### src/rtl/time_synch_gen.sv
`default_nettype none
// ============================================================================
// Module   : time_synch_gen
// Purpose  : 802.16 OFDM timing-synchroniser back end. It detects the preamble
//            with a confirmed |P| > coeff*R test, then searches a window for
//            the |P| peak, reports P at the peak and signals syn_done.
//            Optional search watchdog is compiled in with TSYN_TIMEOUT_EN.
// Revision : 1.0 - initial release
// ============================================================================
module time_synch_gen #(
    parameter int PW      = 16,
    parameter int RW      = 16,
    parameter int CW      = 17,
    parameter int HIT_N   = 8,
    parameter int WIN     = 64,
    parameter int SYN_DLY = 54,
    parameter int TMO     = 4096
) (
    input  logic                 clk,
    input  logic                 rst,
    input  logic                 syn_run,
    input  logic                 metric_val,
    input  logic signed [PW-1:0] p_re,
    input  logic signed [PW-1:0] p_im,
    input  logic [RW-1:0]        r_metric,
    input  logic [CW-1:0]        thres_coeff,
    output logic [2*PW-1:0]      fre_o,
    output logic                 fre_val,
    output logic [9:0]           peak_idx,
    output logic                 syn_done,
    output logic                 syn_fail,
    output logic [2:0]           state_o
);

    localparam logic [2:0] S_IDLE   = 3'd0;
    localparam logic [2:0] S_SEARCH = 3'd1;
    localparam logic [2:0] S_PEAK   = 3'd2;
    localparam logic [2:0] S_WAIT   = 3'd3;
    localparam logic [2:0] S_DONE   = 3'd4;

    localparam int MW  = (PW + 1 > RW + 2) ? PW + 1 : RW + 2;
    localparam int PRW = RW + CW;

    localparam logic [7:0] HIT_N_C   = 8'(HIT_N);
    localparam logic [9:0] WIN_LAST  = 10'(WIN - 1);
    localparam logic [9:0] SYN_DLY_C = 10'(SYN_DLY);

    // |x| with the most-negative code saturated so it still fits in PW-1 bits
    function automatic logic [PW-2:0] f_abs(input logic signed [PW-1:0] x);
        if (x == {1'b1, {(PW-1){1'b0}}})
            return {(PW-1){1'b1}};
        else if (x < 0)
            return (PW-1)'(-x);
        else
            return (PW-1)'(x);
    endfunction

    // ------------------------------------------------------------------
    // Stage 1: magnitude estimate, threshold and hit decision
    // ------------------------------------------------------------------
    logic [PW-2:0]        w_abs_re, w_abs_im, w_max, w_min;
    logic [PW:0]          w_mag;
    logic [PRW-1:0]       w_prod;
    logic [RW+1:0]        w_thr;
    logic                 w_hit;

    logic                 v1_q;
    logic [PW:0]          mag1_q;
    logic                 hit1_q;
    logic signed [PW-1:0] re1_q, im1_q;

    always_comb begin
        w_abs_re = f_abs(p_re);
        w_abs_im = f_abs(p_im);
        if (w_abs_re >= w_abs_im) begin
            w_max = w_abs_re;
            w_min = w_abs_im;
        end else begin
            w_max = w_abs_im;
            w_min = w_abs_re;
        end
        w_mag  = (PW+1)'(w_max) + (PW+1)'(w_min >> 1);
        w_prod = PRW'(r_metric) * PRW'(thres_coeff);
        w_thr  = (RW+2)'(w_prod >> (CW - 2));
        w_hit  = MW'(w_mag) > MW'(w_thr);
    end

    // ------------------------------------------------------------------
    // Control state
    // ------------------------------------------------------------------
    logic [2:0]      state_q, state_d;
    logic [7:0]      hit_cnt_q, hit_cnt_d;
    logic [9:0]      win_cnt_q, win_cnt_d;
    logic [9:0]      dly_cnt_q, dly_cnt_d;
    logic [PW:0]     peak_mag_q, peak_mag_d;
    logic [2*PW-1:0] fre_q, fre_d;
    logic [9:0]      peak_idx_q, peak_idx_d;
    logic            fre_val_q, fre_val_d;

`ifdef TSYN_TIMEOUT_EN
    localparam int TW = $clog2(TMO + 1);
    localparam logic [TW-1:0] TMO_C = TW'(TMO);
    logic [TW-1:0]   tmo_cnt_q, tmo_cnt_d;
    logic [TW-1:0]   w_tmo_inc;
    logic            syn_fail_q, syn_fail_d;
`endif

    logic [7:0] w_hit_inc;
    logic [9:0] w_dly_inc;
    logic       w_confirm;
    logic       w_wait_done;
    logic [9:0] w_idx;

    always_comb begin
        w_hit_inc   = (hit_cnt_q >= HIT_N_C) ? HIT_N_C : hit_cnt_q + 8'd1;
        w_dly_inc   = (dly_cnt_q == 10'h3FF) ? dly_cnt_q : dly_cnt_q + 10'd1;
        w_confirm   = hit1_q && (w_hit_inc == HIT_N_C);
        // An early peak may leave dly_cnt already past SYN_DLY at window end
        w_wait_done = (dly_cnt_q >= SYN_DLY_C) || (v1_q && (w_dly_inc >= SYN_DLY_C));
        w_idx       = (state_q == S_PEAK) ? win_cnt_q : 10'd0;
    end

    // State register (all sequential state)
    always_ff @(posedge clk) begin
        if (rst) begin
            v1_q       <= 1'b0;
            mag1_q     <= '0;
            hit1_q     <= 1'b0;
            re1_q      <= '0;
            im1_q      <= '0;
            state_q    <= S_IDLE;
            hit_cnt_q  <= '0;
            win_cnt_q  <= '0;
            dly_cnt_q  <= '0;
            peak_mag_q <= '0;
            fre_q      <= '0;
            peak_idx_q <= '0;
            fre_val_q  <= 1'b0;
`ifdef TSYN_TIMEOUT_EN
            tmo_cnt_q  <= '0;
            syn_fail_q <= 1'b0;
`endif
        end else begin
            v1_q <= metric_val;
            if (metric_val) begin
                mag1_q <= w_mag;
                hit1_q <= w_hit;
                re1_q  <= p_re;
                im1_q  <= p_im;
            end
            state_q    <= state_d;
            hit_cnt_q  <= hit_cnt_d;
            win_cnt_q  <= win_cnt_d;
            dly_cnt_q  <= dly_cnt_d;
            peak_mag_q <= peak_mag_d;
            fre_q      <= fre_d;
            peak_idx_q <= peak_idx_d;
            fre_val_q  <= fre_val_d;
`ifdef TSYN_TIMEOUT_EN
            tmo_cnt_q  <= tmo_cnt_d;
            syn_fail_q <= syn_fail_d;
`endif
        end
    end

    // Next-state logic
    always_comb begin
        state_d = state_q;
        if (!syn_run) begin
            state_d = S_IDLE;
        end else begin
            case (state_q)
                S_IDLE:   state_d = S_SEARCH;
                S_SEARCH: if (v1_q && w_confirm) state_d = S_PEAK;
                S_PEAK:   if (v1_q && (win_cnt_q == WIN_LAST)) state_d = S_WAIT;
                S_WAIT:   if (w_wait_done) state_d = S_DONE;
                S_DONE:   state_d = S_DONE;
                default:  state_d = S_IDLE;
            endcase
        end
    end

    // Counter and peak-capture datapath
    always_comb begin
        hit_cnt_d  = hit_cnt_q;
        win_cnt_d  = win_cnt_q;
        dly_cnt_d  = dly_cnt_q;
        peak_mag_d = peak_mag_q;
        fre_d      = fre_q;
        peak_idx_d = peak_idx_q;
        fre_val_d  = 1'b0;
`ifdef TSYN_TIMEOUT_EN
        w_tmo_inc  = tmo_cnt_q + TW'(1);
        tmo_cnt_d  = '0;
        syn_fail_d = 1'b0;
`endif
        if (!syn_run || (state_q == S_IDLE)) begin
            hit_cnt_d = '0;
            win_cnt_d = '0;
            dly_cnt_d = '0;
        end else if (v1_q) begin
            case (state_q)
                S_SEARCH: begin
                    hit_cnt_d = hit1_q ? w_hit_inc : 8'd0;
`ifdef TSYN_TIMEOUT_EN
                    tmo_cnt_d = w_tmo_inc;
                    if (!w_confirm && (w_tmo_inc == TMO_C)) begin
                        syn_fail_d = 1'b1;
                        hit_cnt_d  = '0;
                        tmo_cnt_d  = '0;
                    end
`endif
                    // The confirming sample is window index 0
                    if (w_confirm) begin
                        peak_mag_d = mag1_q;
                        fre_d      = {im1_q, re1_q};
                        peak_idx_d = w_idx;
                        dly_cnt_d  = '0;
                        win_cnt_d  = 10'd1;
`ifdef TSYN_TIMEOUT_EN
                        tmo_cnt_d  = '0;
`endif
                    end
                end
                S_PEAK: begin
                    // Strict compare: ties keep the earlier sample
                    if ((win_cnt_q == 10'd0) || (mag1_q > peak_mag_q)) begin
                        peak_mag_d = mag1_q;
                        fre_d      = {im1_q, re1_q};
                        peak_idx_d = w_idx;
                        dly_cnt_d  = '0;
                    end else begin
                        dly_cnt_d  = w_dly_inc;
                    end
                    win_cnt_d = win_cnt_q + 10'd1;
                    if (win_cnt_q == WIN_LAST) fre_val_d = 1'b1;
                end
                S_WAIT:  dly_cnt_d = w_dly_inc;
                default: ;
            endcase
        end
    end

    // Outputs
    always_comb begin
        fre_o    = fre_q;
        fre_val  = fre_val_q;
        peak_idx = peak_idx_q;
        syn_done = (state_q == S_DONE);
        state_o  = state_q;
`ifdef TSYN_TIMEOUT_EN
        syn_fail = syn_fail_q;
`else
        syn_fail = (TMO < 0);
`endif
    end

endmodule
`default_nettype wire

### config.mk
export PLATFORM = sky130hd
export DESIGN_NAME = time_synch_gen
export DESIGN_NICKNAME = d
export VERILOG_FILES = /design/src/rtl/time_synch_gen.sv
export SDC_FILE = /design/constraint.sdc
export NUM_CORES = 1
export LEC_CHECK = 0
export CORE_MARGIN = 2
export CORE_UTILIZATION = 50
export CTS_BUF_LIST = sky130_fd_sc_hd__clkbuf_16
export CTS_CLUSTER_DIAMETER = 80
export DETAILED_ROUTE_END_ITERATION = 7
export HOLD_SLACK_MARGIN = 0.15
export PLACE_DENSITY = 0.69
export SLEW_MARGIN = 10
export SYNTH_ARGS = -nofsm -noshare
export SYNTH_HDL_FRONTEND = slang
export SYNTH_SLANG_ARGS = --single-unit
### constraint.sdc
create_clock -name clk -period 21.3 [get_ports clk]
set_input_delay 3.195 -clock clk [delete_from_list [all_inputs] [get_ports clk]]
set_output_delay 3.195 -clock clk [all_outputs]
set_load 0.05 [all_outputs]
== Word level (Yosys, flattened, before mapping) ==
Cells that the tools add are included.

* Register bits: 142
* Output and inout bits: 48
* Word-level logic and storage cells: 95

* Add/sub/neg operators: 6
* Multiply operators: 1
* Order comparisons: 8
* Equality and inequality tests: 14
* Mux-type cells: 29
* Bitwise gates (word level): 4
* Reductions and logical operators: 20

{| class="wikitable"
|+ Operator list
! kind !! count
|-
| 15-bit 2-to-1 mux || 6
|-
| 10-bit 2-to-1 mux || 7
|-
| 32-bit 2-to-1 mux || 2
|-
| 32-bit one-hot mux with 2 select lines || 1
|-
| 10-bit one-hot mux with 2 select lines || 2
|-
| 17-bit 2-to-1 mux || 2
|-
| 17-bit one-hot mux with 2 select lines || 1
|-
| 16-bit by 17-bit multiplier with 33-bit output || 1
|-
| 16-bit == test, second input constant || 2
|-
| 16-bit by 1-bit less-than comparator with 1-bit output, second input constant || 2
|-
| 15-bit negation || 2
|-
| 10-bit one-hot mux with 3 select lines || 1
|-
| 10-bit by 1-bit adder with 10-bit output, second input constant || 2
|-
| 10-bit by 6-bit greater-or-equal comparator with 1-bit output, second input constant || 2
|-
| 16-bit by 18-bit > comparator with 1-bit output || 1
|-
| 17-bit > comparator || 1
|-
| 15-bit by 14-bit adder with 16-bit output || 1
|-
| 8-bit 2-to-1 mux || 2
|-
| 15-bit greater-or-equal comparator || 1
|-
| 3-bit one-hot mux with 5 select lines || 1
|-
| 10-bit == test, second input constant || 1
|-
| 10-bit by 6-bit == test with 1-bit output, second input constant || 1
|-
| 10-bit logical NOT || 1
|-
| 3-bit 2-to-1 mux || 3
|-
| other kinds (21) || 36
|}

== Logic depth before layout (Yosys ltp) ==
Gate-level depths: netlist of run 1.

* Word-level depth: 7
* Gate-level depth with buffers: 38
* Mapped depth without buffers: 35

== Least setup slack after synthesis of run 1 ==
No wires, ideal clock.

* Path kind: input -> register
* Start: input port p_im[2]
* End: register hit1_q
* Library setup time: 0.142 ns
* Arrival time: 10.028 ns
* Data required time: 21.158 ns
* Slack: 11.130 ns
* Cell stages on the path: 36
* Path buffers: 3
* Cell sequence: or4_4 nor4_4 nand3_2 or3b_1 buf_2 o211ai_1 inv_1 ha_1 nor2b_1 o21a_1 o21a_1 o21ai_0 a2111oi_2 o31ai_1 nand2b_1 buf_2 buf_2 mux2i_1 ha_1 a21o_1 a21o_1 a21oi_1 o21ai_0 a311o_1 a21oi_1 o21ai_0 xor2_1 ha_1 a21o_1 a21o_1 a21oi_1 o21ai_0 a21oi_1 o221ai_1 o21ai_0 o32ai_1

* Longest elaborated chain between the ends: 7
* Elaborated cells on any way between the ends: 10

{| class="wikitable"
|+ Ends and longest elaborated chain
! element !! RTL line !! source
|-
| from (decl) || 24 || <nowiki>input logic signed [PW-1:0] p_im,</nowiki>
|-
| 15-bit negation or 16-bit by 1-bit less-than comparator with 1-bit output (tied branches) || 53, 52 ||
|-
| 15-bit 2-to-1 mux || 52 || <nowiki>else if (x < 0)</nowiki>
|-
| 15-bit 2-to-1 mux * || 50 || <nowiki>if (x == {1'b1, {(PW-1){1'b0}}})</nowiki>
|-
| 15-bit greater-or-equal comparator || 75 || <nowiki>if (w_abs_re >= w_abs_im) begin</nowiki>
|-
| 15-bit 2-to-1 mux || 75 ||
|-
| 15-bit by 14-bit adder with 16-bit output * || 82 || <nowiki>w_mag = (PW+1)'(w_max) + (PW+1)'(w_min >> 1);</nowiki>
|-
| net w_mag[11] || 62 || <nowiki>logic [PW:0] w_mag;</nowiki>
|-
| 16-bit by 18-bit > comparator with 1-bit output * || 85 || <nowiki>w_hit = MW'(w_mag) > MW'(w_thr);</nowiki>
|-
| to (signal assigned) || 147 || <nowiki>hit1_q <= w_hit;</nowiki>
|-
| to (decl) || 69 || <nowiki>logic hit1_q;</nowiki>
|}

The timed path passes the listed nets; every way through them passes the cells marked *.
A chain may end at the register's enable or synchronous reset.

== Final worst setup path of run 1 ==
* Start: input port p_re[2]
* End: register hit1_q

* Longest elaborated chain between the ends: 7
* Elaborated cells on any way between the ends: 10

{| class="wikitable"
|+ Ends and longest elaborated chain
! element !! RTL line !! source
|-
| from (decl) || 23 || <nowiki>input logic signed [PW-1:0] p_re,</nowiki>
|-
| 15-bit negation or 16-bit by 1-bit less-than comparator with 1-bit output (tied branches) || 53, 52 ||
|-
| 15-bit 2-to-1 mux || 52 ||
|-
| 15-bit 2-to-1 mux * || 50 ||
|-
| 15-bit greater-or-equal comparator || 75 ||
|-
| 15-bit 2-to-1 mux || 75 ||
|-
| 15-bit by 14-bit adder with 16-bit output * || 82 ||
|-
| net w_mag[11] || 62 ||
|-
| 16-bit by 18-bit > comparator with 1-bit output * || 85 ||
|}

Marked as above.

==> results of run 1 <==
[cells in the mapped netlist, drive strengths merged (8+ instances only)]
master | count | share of area
o31ai | 13 | 0.0064
inv | 309 | 0.067
ha | 171 | 0.12
nor4 | 12 | 0.0064
and2 | 122 | 0.044
dfxtp | 140 | 0.16
clkbuf | 67 | 0.014
o21a | 15 | 0.0065
nor2 | 119 | 0.026
nand2b | 118 | 0.043
nor3 | 28 | 0.0083
nand2 | 230 | 0.050
nand3 | 29 | 0.0086
a21o | 20 | 0.0087
fa | 208 | 0.24
a31oi | 15 | 0.0058
mux2i | 109 | 0.063
xor2 | 31 | 0.016
nor3b | 8 | 0.0035
nand4 | 10 | 0.0040
buf | 23 | 0.0069
xnor2 | 29 | 0.015
and3 | 10 | 0.0036
a21oi | 60 | 0.018
o21ai | 24 | 0.0071
[power by group through the flow]
stage               Combinational, µW  Clock (µW)  Sequential (µW)
floorplan                        1580           0              290
global placement                 2020           0              295
detailed placement               2080           0              295
CTS                              2100         287              289
global route                     2420         297              291
finish                           2090         281              289
[final timing paths]
kind                 end         start
min reg2reg  peak_idx[3]   peak_idx[3]
max               hit1_q       p_re[2]
min          peak_idx[3]   peak_idx[3]
max reg2reg    fre_o[13]  hit_cnt_q[0]
[layer usage]
| layer | up-vias | wire, µm |
|---|---|---|
| met5 | - | 0 |
| met4 | 0 | 1020 |
| met3 | 68 | 1930 |
| met2 | 327 | 20400 |
| met1 | 6552 | 17500 |
| li1 | 6522 | - |
[flip-flops by register name, indices dropped and copies added, names as in the netlist]
signal / count
fre_o: 32
im1_q: 16
mag1_q: 16
peak_mag_q: 16
re1_q: 16
dly_cnt_q: 10
peak_idx: 10
win_cnt_q: 10
hit_cnt_q: 8
state_o: 3
fre_val: 1
hit1_q: 1
v1_q: 1
[worst reg2reg max path, delay by kind of cell, from the launching register on]
kind,cells,cell delay (ns)
buffers and inverters,3,0.80
DFF,1,0.40
adders and majority gates,1,0.28
muxes,1,0.29
and+or+nand+nor,3,0.43
AOI/OAI and AO/OA,3,1.55
[layout make-up]
class,count,area share
multi-input combinational,1475,0.676
tap,455,0.0295
sequential,140,0.145
clock inverter,15,0.00654
inverter,309,0.0600
timing repair buffer,120,0.0611
clock buffer,17,0.0220
[logic make-up after synthesis]
kind of cell    Yosys count  synth area share
simple gates            721             0.211
buf+inv                 399            0.0881
fa+ha+maj               379             0.363
compound gates          202            0.0825
flops                   140             0.161
mux                     112            0.0647
xor+xnor                 60            0.0302
other cells               1          0.000216
[per-stage QoR]
step	hold slack, ns	utilization	total power, µW
2_1_floorplan	0.443	-	1870
3_3_place_gp	0.458	0.546	2320
3_5_place_dp	0.461	0.546	2370
4_1_cts	0.476	0.562	2680
5_1_grt	0.488	0.562	3010
6_report	0.474	0.562	2660
==> results.yml, run 1 <==
detailed_routing:
  drt_iter0_drc: 711
  drc: 0
  wl_um: 40900
  wire_per_inst_um: 16.2
  ant_nets: 0
  vias_per_cell: 5.32
  vias: 13500
  dr.pass1.iters: 5
critical_path:
  critPathLaunchType: "input port"
  crit_type: "in -> reg"
  cpPeakStageDelay_ns: 0.62
  endpoint_kind: "flip-flop"
  rrSetupSlack_ns: 17.48
  crit_family: "compound AO/OA/AOI/OAI gates"
  required_ns: 21.57
  cp_max_fo: 40
  r2r_cells: 11
  cp.buffers_inverters: 2
  path_common_cell: "o21ai_0"
  path_depth: 33
  slowest_stage: "or3b_1"
  arrival_ns: 11.40
clocking:
  root_buffer: "clkbuf_16"
  clk_pin_slew_ns: 0.06
  clockBufferDepth: 2
  cts_max_level: 4
  cts_sinks: 140
  ctsResizeCount: 0
  post-cts-setup-buffers: 0
  cts-buffers-inserted: 17
  cts_hold_buf: 0
  insertion_delay_ns: 0.43
  cts_tree: "yes"
timing:
  period_share: 0.523
  finalMaxSlewViolations: 0
  rsz0062_at_grt: "no"
  max_freq_mhz: 89.8
  clock-skew-final_ns: 0.0173
  fin_ws_ns: 10.17
  min_period_ns: 11.13
  tightest_slew_ns: 1.06
  hold_viol: 0
  tns_ns: 0
  slew_headroom: 0.292
  finalSetupViolCount: 0
grt:
  overflow: 0
  busiest_layer: "met2"
  use_met3: 0.0346
  use_met1: 0.302
  grt_pass1_vias: 14300
  grt_max_degree: 104
  met2_usage: 0.425
  antenna_found_initial: 0
  grt_pass1_wl_um: 70100
  track_usage: 0.239
power_and_ir_drop:
  p_clk_frac: 0.106
  p_switching_uw: 1310
  combPwrFrac: 0.785
  switching_share: 0.492
  power_density_nw_per_um2: 137
  intPower_uw: 1350
  peakVddDrop_mv: 0.143
  power_frac_seq: 0.109
  p_leak_uw: 0.00875
cells_and_area:
  antenna_cells: 0
  fillers: 3170
  syn_to_final_growth_pct: 11.2
  stdcell_area_um2: 19300
  final_cell_mix: "inv_1, nand2_1, fa_1"
  final_common_cell: "inv_1"
  register_area_um2: 2800
  multiInputGateArea_um2: 13100
  nets: 2511
  drive_above_1_share: 0.0342
  layout.cells.non_filler: 2531
die:
  rows: 68
  coreArea_um2: 34400
  top_level_ports: 117
  die_area_um2: 36300
  die_h_um: 190
  dieWidth_um: 190
  start_util: 0.506
synthesis:
  ys_warn_count: 0
  syn-num-nets: 2462
  ys_ff_latch: 140
  yosysSeqAreaShare: 0.161
  syn_area_per_cell_um2: 8.63
  synthArstFlopShare: 0
  syn-instance-count: 2014
  synth_cell_types: 85
  synth_edf_count: 0
  synth_ff_type: "dfxtp_1"
  netlist_area_um2: 17400
run_status:
  status: "complete, no violations"
placed_design:
  pre_cts_ws_ns: 9.81
  dp_cells: 2499
  port-buffer-count: 115
  place_congestion: 0.879
  place_area_um2: 18800
  post-dp-hpwl_um: 32000
worst_hold_path:
  whs_path_depth: 2
  min_path_type: "reg -> reg"
flow_run:
  drv_cap: 0
Note: power is estimated with default switching activity, not from simulation.
==> inputs of run 2 (changes only) <==
clock period = 11.5 ns   (was 21.3 ns; I/O delays follow)
==> run 2 against run 1 <==
Effect of this change:
- highest routed layer unchanged
- utilization is 0.23 points higher
- total power increased by 87%
- cell area up 0.41%
- sequential power increased by 85%
- worst hold slack worse by 0.0059 ns
- largest power group unchanged
- die area is the same
- flip-flop and latch count unchanged
- via count barely moved
- setup slack worse by 8.3 ns
==> results.yml, run 2 (same netlist as run 1, synthesis figures left out) <==
run_status:
  status: "complete, no violations"
timing:
  rsz0062_at_grt: "no"
  slew_headroom: 0.222
  max_freq_mhz: 104
  clock-skew-final_ns: 0.0216
  min_period_ns: 9.65
  tns_ns: 0
  period_share: 0.839
  finalMaxSlewViolations: 0
  hold_viol: 0
  tightest_slew_ns: 1.16
  finalSetupViolCount: 0
grt:
  use_met1: 0.303
  track_usage: 0.236
  grt_max_degree: 100
  grt_pass1_wl_um: 69200
  busiest_layer: "met2"
  antenna_found_initial: 0
  use_met3: 0.0351
  overflow: 0
  grt_pass1_vias: 14000
  met2_usage: 0.413
detailed_routing:
  vias: 13500
  wl_um: 40400
  dr.pass1.iters: 5
  drt_iter0_drc: 535
  drc: 0
  vias_per_cell: 5.32
  ant_nets: 0
  wire_per_inst_um: 15.9
die:
  die_area_um2: 36300
  coreArea_um2: 34400
  die_h_um: 190
  rows: 68
  dieWidth_um: 190
  start_util: 0.506
  top_level_ports: 117
placed_design:
  port-buffer-count: 115
  post-dp-hpwl_um: 31800
  place_congestion: 0.860
  dp_cells: 2500
clocking:
  cts_sinks: 140
  cts_max_level: 4
  cts_tree: "yes"
  ctsResizeCount: 0
  cts-buffers-inserted: 17
  insertion_delay_ns: 0.43
  clk_pin_slew_ns: 0.08
  cts_hold_buf: 0
  root_buffer: "clkbuf_16"
  post-cts-setup-buffers: 0
  clockBufferDepth: 2
critical_path:
  crit_type: "in -> reg"
  critPathLaunchType: "input port"
  endpoint_kind: "flip-flop"
  slowest_stage: "or3b_1"
  r2r_cells: 11
  cp_max_fo: 38
  cpPeakStageDelay_ns: 0.61
  arrival_ns: 9.92
  required_ns: 11.77
cells_and_area:
  final_cell_mix: "inv_1, nand2_1, fa_1"
  drive_above_1_share: 0.0351
  antenna_cells: 0
  multiInputGateArea_um2: 13100
  largest_reg_flops: 32
  layout.cells.non_filler: 2532
  syn_to_final_growth_pct: 11.6
  nets: 2512
  register_area_um2: 2800
  final_common_cell: "inv_1"
  fillers: 3134
worst_hold_path:
  whs_path_depth: 2
  min_path_type: "reg -> reg"
power_and_ir_drop:
  peakVddDrop_mv: 0.262
  p_leak_uw: 0.00878
  power.total_uw: 4950
  power_density_nw_per_um2: 255
flow_run:
  drv_cap: 0
==> run 2: cell count changes in the layout (fill, tap and decap cells not counted), sizes merged <==
cell    previous run  this run
clkinv             6        11
inv              318       313
buf                7         8
==> run 2: layout make-up <==
cell class,count,share of cell area
clock buffers,17,0.0219
clock inverters,15,0.0102
inverters,309,0.0598
multi-input cells,1475,0.673
flip-flops and latches,140,0.144
well taps,455,0.0293
repair buffers,121,0.0612
==> run 2: path summary, 6_finish.rpt <==
| kind | from | end | slack [ns] |
|---|---|---|---|
| max reg2reg | hit_cnt_q[0] | peak_mag_q[14] | 7.64 |
| min | im1_q[12] | fre_o[28] | 0.47 |
| min reg2reg | im1_q[12] | fre_o[28] | 0.47 |
| max | p_re[2] | hit1_q | 1.85 |
==> run 2: metrics by stage <==
step | hold slack, ns | setup WS, ns | utilization | area (µm²)
4_1_cts | 0.476 | 1.90 | 0.565 | 19400
6_report | 0.468 | 1.85 | 0.565 | 19400
3_3_place_gp | 0.459 | 1.66 | 0.547 | 18800
3_5_place_dp | 0.462 | 1.46 | 0.547 | 18800
2_1_floorplan | 0.443 | 2.80 | - | 17400
5_1_grt | 0.493 | 1.16 | 0.565 | 19400
==> run 2: critical path: cells and delay by family <==
| kind | cells | cell delay (ns) |
|---|---|---|
| AO/OA/AOI/OAI | 19 | 3.47 |
| adder cells (fa/ha/maj) | 4 | 1.21 |
| XOR/XNOR | 1 | 0.16 |
| buffers and inverters | 2 | 0.85 |
| AND/OR/NAND/NOR | 9 | 2.49 |
==> run 2: power breakdown <==
part	internal [µW]	leakage [µW]	switching, µW	total [µW]
logic	1700	0.00734	2160	3860
clock network	296	0.000300	263	559
registers	511	0.00114	24.4	535
==> run 2: routing by layer <==
metal | wire (µm) | vias up | share of wire
met5 | 0 | - | 0
met1 | 17500 | 6506 | 0.43
met2 | 20200 | 356 | 0.50
met3 | 1800 | 61 | 0.044
met4 | 942 | 0 | 0.023
li1 | - | 6541 | -
